$ cat config.mk
export PLATFORM = sky130hd
export DESIGN_NAME = buffer_64_to_512
export DESIGN_NICKNAME = d
export VERILOG_FILES = /design/src/rtl/buffer_64_to_512.sv
export SDC_FILE = /design/constraint.sdc
export NUM_CORES = 2
export LEC_CHECK = 0
export CAP_MARGIN = 20
export CORE_MARGIN = 2
export CORE_UTILIZATION = 60
export CTS_BUF_LIST = sky130_fd_sc_hd__clkbuf_4 sky130_fd_sc_hd__clkbuf_8
export DETAILED_ROUTE_END_ITERATION = 7
export PLACE_DENSITY = 0.8
export SLEW_MARGIN = 20
export SYNTH_ARGS = -nofsm -noshare
export SYNTH_HDL_FRONTEND = slang
export SYNTH_SLANG_ARGS = --single-unit
$ cat constraint.sdc
create_clock -name clk -period 67.1 [get_ports clk]
set_input_delay 13.42 -clock clk [delete_from_list [all_inputs] [get_ports clk]]
set_output_delay 13.42 -clock clk [all_outputs]
set_load 0.005 [all_outputs]
$ cat src/rtl/buffer_64_to_512.sv
// buffer_64_to_512
//   Packs 64-bit result words into 512-bit lines for the memory-write side.
//   A lane counter assembles each line. Completed or flushed lines go into a
//   small show-ahead FIFO. The first word of a line lands in bits [63:0], and
//   lane i lands in bits [i*64+63:i*64].
// Ports
//   clk, rst (sync, active-low), clr (sync, active-high, same effect as rst)
//   data_in/wr_enable : word input; a write is dropped while write_blocked=1
//   flush             : pushes the partial line, with unused lanes zero
//   data_out/lane_valid : FIFO head line and its lane mask (zero when empty)
//   rd_enable         : pops the head line; ignored while the FIFO is empty
//   empty/full/level  : registered FIFO status
//   write_blocked     : full, or a flush is waiting for FIFO space
//   overflow          : sticky; a write was attempted while blocked
module buffer_64_to_512 #(
    parameter int DEPTH = 4,
    parameter int LVL_W = $clog2(DEPTH + 1)
) (
    input  logic             clk,
    input  logic             rst,
    input  logic             clr,
    input  logic [63:0]      data_in,
    input  logic             wr_enable,
    input  logic             flush,
    output logic [511:0]     data_out,
    output logic [7:0]       lane_valid,
    input  logic             rd_enable,
    output logic             empty,
    output logic             full,
    output logic             write_blocked,
    output logic [LVL_W-1:0] level,
    output logic             overflow
);
    localparam int PTR_W = (DEPTH > 1) ? $clog2(DEPTH) : 1;

    typedef enum logic [1:0] {IDLE, FILL, FLUSH_WAIT} state_t;

    state_t           state, state_d;
    logic [511:0]     asm_line, line_w, line_d, push_line;
    logic [7:0]       asm_mask, mask_w, mask_d, push_mask;
    logic [2:0]       idx, idx_w, idx_d;
    logic [519:0]     mem [DEPTH];
    logic [519:0]     head;
    logic [PTR_W-1:0] wr_ptr, rd_ptr;
    logic [LVL_W-1:0] level_d;
    logic             clear, wr_acc, pop, push;

    assign clear         = !rst || clr;
    assign write_blocked = full || (state == FLUSH_WAIT);
    assign wr_acc        = wr_enable && !write_blocked;
    assign pop           = rd_enable && !empty;

    // The next-state and push logic works on the assembler after the current
    // word is merged (line_w/mask_w). A write and a flush in the same cycle
    // therefore flush a line that includes that word.
    always_comb begin
        line_w    = asm_line;
        mask_w    = asm_mask;
        idx_w     = idx;
        state_d   = state;
        push      = 1'b0;
        push_line = '0;
        push_mask = '0;
        if (wr_acc) begin
            line_w[{idx, 6'd0} +: 64] = data_in;
            mask_w[idx]               = 1'b1;
            idx_w                     = idx + 3'd1;
        end
        line_d = line_w;
        mask_d = mask_w;
        idx_d  = idx_w;
        case (state)
            IDLE, FILL: begin
                // A write is never accepted while full, so a completed line
                // always has room in the FIFO.
                if (wr_acc && idx == 3'd7) begin
                    push    = 1'b1;
                    state_d = IDLE;
                end else if (flush && mask_w != 8'h00) begin
                    if (!full) begin
                        push    = 1'b1;
                        state_d = IDLE;
                    end else begin
                        state_d = FLUSH_WAIT;
                    end
                end else if (mask_w != 8'h00) begin
                    state_d = FILL;
                end
            end
            FLUSH_WAIT: begin
                // A pop on the same edge frees the slot this push needs.
                if (!full || pop) begin
                    push    = 1'b1;
                    state_d = IDLE;
                end
            end
            default: state_d = IDLE;
        endcase
        if (push) begin
            push_line = line_w;
            push_mask = mask_w;
            line_d    = '0;
            mask_d    = '0;
            idx_d     = '0;
        end
    end

    assign level_d = level + LVL_W'(push) - LVL_W'(pop);

    always_ff @(posedge clk) begin
        if (clear) begin
            state    <= IDLE;
            asm_line <= '0;
            asm_mask <= '0;
            idx      <= '0;
            wr_ptr   <= '0;
            rd_ptr   <= '0;
            level    <= '0;
            empty    <= 1'b1;
            full     <= 1'b0;
            overflow <= 1'b0;
        end else begin
            state    <= state_d;
            asm_line <= line_d;
            asm_mask <= mask_d;
            idx      <= idx_d;
            if (push) wr_ptr <= wr_ptr + PTR_W'(1);
            if (pop)  rd_ptr <= rd_ptr + PTR_W'(1);
            level    <= level_d;
            empty    <= (level_d == '0);
            full     <= (level_d == LVL_W'(DEPTH));
            if (wr_enable && write_blocked) overflow <= 1'b1;
        end
    end

    always_ff @(posedge clk) begin
        if (push && !clear) mem[wr_ptr] <= {push_mask, push_line};
    end

    // The FIFO storage is not reset, so the head is masked while empty.
    assign head = mem[rd_ptr];

    always_comb begin
        data_out   = '0;
        lane_valid = '0;
        if (!empty) begin
            data_out   = head[511:0];
            lane_valid = head[519:512];
        end
    end
endmodule
==> out/metrics.yaml <==
io_buffers: 596
die_area_sq_mm: 0.1761
finalNetCount: 7033
globalplace.congestion: 0.8197
path_class: "flip-flop to primary output"
cts_buffers: 414
overflow: 0
yosysSeqAreaShare_pct: 70.61
rows: 152
grt_usage_pct: 31.28
dp_hpwl_microns: 152400
io_pins: 597
syn_to_final_growth_pct: 15.32
fin_setup_tns_ns: 0
cts.sinks: 2617
yosysWarnings: 0
antenna_found_initial: 19
drt_iter0_markers: 8090
vdd_drop_max_v: 0.00002181
p_leak_nw: 36.11
synth_edf_count: 2080
ant_nets: 0
finalCriticalPeriod_ns: 19.12
layoutNonFillerInstCount: 9608
synth_fp_nets: 6497
required_ns: 53.68
grt_max_degree: 150
critPathCaptureType: "primary output"
maxSlewViolCount: 0
rsz0062_at_grt: "no"
multiInputGateArea_sq_mm: 0.02795
async_flop_share_pct: 0
vias: 62610
fin_skew_ns: 0.06613
post-route-period-util_pct: 28.50
clock-root-buffer: "clkbuf_8"
worstSetupStartpointType: "flip-flop"
regToRegSetupSlack_ns: 61.37
postCtsSetupRepairBufs: 0
die_h_microns: 419.7
synth_top_cell_by_area: "edfxtp_1"
tightest_slew_ns: 1.217
core_sq_mm: 0.1717
die_w_microns: 419.7
regArea_sq_mm: 0.07322
cts_resized: 0
finalWirelength_microns: 277400
dr.pass1.iters: 7
via_per_inst: 6.517
netlist_instances: 6416
timing.fmax_mhz: 52.29
initial_utilization_pct: 60.37
synth-seq-cells: 2617
final_hold_viol_count: 0
ys.flop_type: "edfxtp_1"
cap_violations: 0
clock_latency_ns: 1.07
clk_pin_slew_ns: 0.06
wl_per_cell_microns: 28.87
grt_pass1_vias: 62450
cellPowerDensity_mw_per_mm2: 27.76
outcome: "completed"
fillCellCount: 10720
htreeDepth: 5
synth_area_sq_mm: 0.1037
grt_pass1_wl_microns: 403500
cts_tree: "yes"
drive_gt1_share_pct: 24.73
cts_hold_buf: 0
synth.avg_cell_area_sq_um: 16.16
design_power_total_mw: 3.319
drc: 0
cts_max_path_buffers: 4
synth_top_area_share_pct: 60.24
slew_headroom_pct: 18.85
place_inst: 8844
cp_data_arrival_time_ns: 5.70
critPathMaxFanout: 45
setup_viol: 0
synth_area_leaders: "edfxtp_1 (60%), mux4_2 (11%), dfxtp_1 (10%)"
ys_types: 40
hold_path_class: "flip-flop to flip-flop"
placed cells by master (no fill, tap or decap), types with 7 or more instances in the layout:
cell | synthesis | routed
a21oi_1 | 565 | 565
a21oi_2 | 470 | 470
buf_12 | 0 | 17
buf_4 | 0 | 87
bufinv_16 | 0 | 10
clkbuf_4 | 0 | 125
clkbuf_8 | 0 | 480
clkdlybuf4s50_1 | 0 | 596
clkinv_1 | 0 | 79
clkinv_2 | 0 | 57
dfxtp_1 | 537 | 534
edfxtp_1 | 2080 | 2080
ha_1 | 10 | 10
inv_1 | 10 | 10
mux4_2 | 520 | 520
nand2_1 | 9 | 9
nand3_1 | 512 | 507
nand4b_1 | 7 | 7
nor2_1 | 28 | 24
nor2b_1 | 524 | 523
o21ai_0 | 509 | 509
final timing paths:
kind | startpoint | end | depth (start not counted)
min reg2reg | overflow | overflow | 2
min | overflow | overflow | 2
max reg2reg | full | mem[3][472] | 8
max | flip-flop | data_out[412] | 6
kinds of logic after synthesis:
kind of cell | count (synthesis) | share of synthesized area, %
buffers and inverters | 591 | 2.610
AND/OR/NAND/NOR | 1112 | 6.030
adder cells (fa/ha/maj) | 11 | 0.1400
XOR/XNOR | 4 | 0.03380
multiplexers | 523 | 11.32
flip-flops | 2617 | 70.61
AO/OA/AOI/OAI | 1558 | 9.248
power by group:
part | internal [mW] | switching (mW)
clock | 0.759 | 0.612
combinational | 0.0758 | 0.128
sequential | 1.74 | 0.00399
total | 2.57 | 0.744
stage by stage:
stage          hold WS [ns]  instance area [sq um]  setup WS, ns  util (%)
2_1_floorplan        0.4541                 103700         13.25         -
3_3_place_gp         0.4741                 111000         47.81     64.65
3_5_place_dp         0.4674                 111000         47.83     64.65
4_1_cts              0.4981                 119500         47.68     69.59
5_1_grt              0.5185                 119600         47.44     69.62
6_report             0.4858                 119600         47.98     69.62
critical path, cell delays in order (launching register included):
cell,delay (ns)
dfxtp_4,0.70
buf_4,0.80
buf_4,0.82
buf_4,0.87
mux4_2,0.65
nor2b_1,0.17
clkdlybuf4s50_1,0.53
routing by layer:
| metal | global-route usage [%] | wire length, microns |
|---|---|---|
| met5 | 0 | 77 |
| met4 | 20.24 | 19840 |
| met3 | 6.115 | 28400 |
| met2 | 49.07 | 132400 |
| met1 | 40.35 | 96620 |
flip-flops by register name, summed over array words and instances (netlist names), named ones only:
signal	count
level	3
asm_line	512
asm_mask	8
mem	2080
rd_ptr	2
state	2
idx	3
empty	1
full	1
overflow	1
wr_ptr	2
cell usage after synthesis (all sizes together), types with 9 or more instances:
library cell / n
nand3: 512
inv: 10
mux4: 520
buf: 198
nor2b: 524
ha: 10
edfxtp: 2080
nand2: 9
nor2: 28
clkbuf: 383
dfxtp: 537
o21ai: 514
a21oi: 1035
area by class of cell:
cell class	instances	share of cell area (%)
Multi-Input combinational cell	3208	23.37
Sequential cell	2617	61.24
Antenna cell	3	0.006279
Tap cell	2310	2.417
Inverter	10	0.03139
Timing Repair Buffer	701	5.830
Clock buffer	605	6.310
Clock inverter	154	0.7911
(Power assumes the default switching activity.)
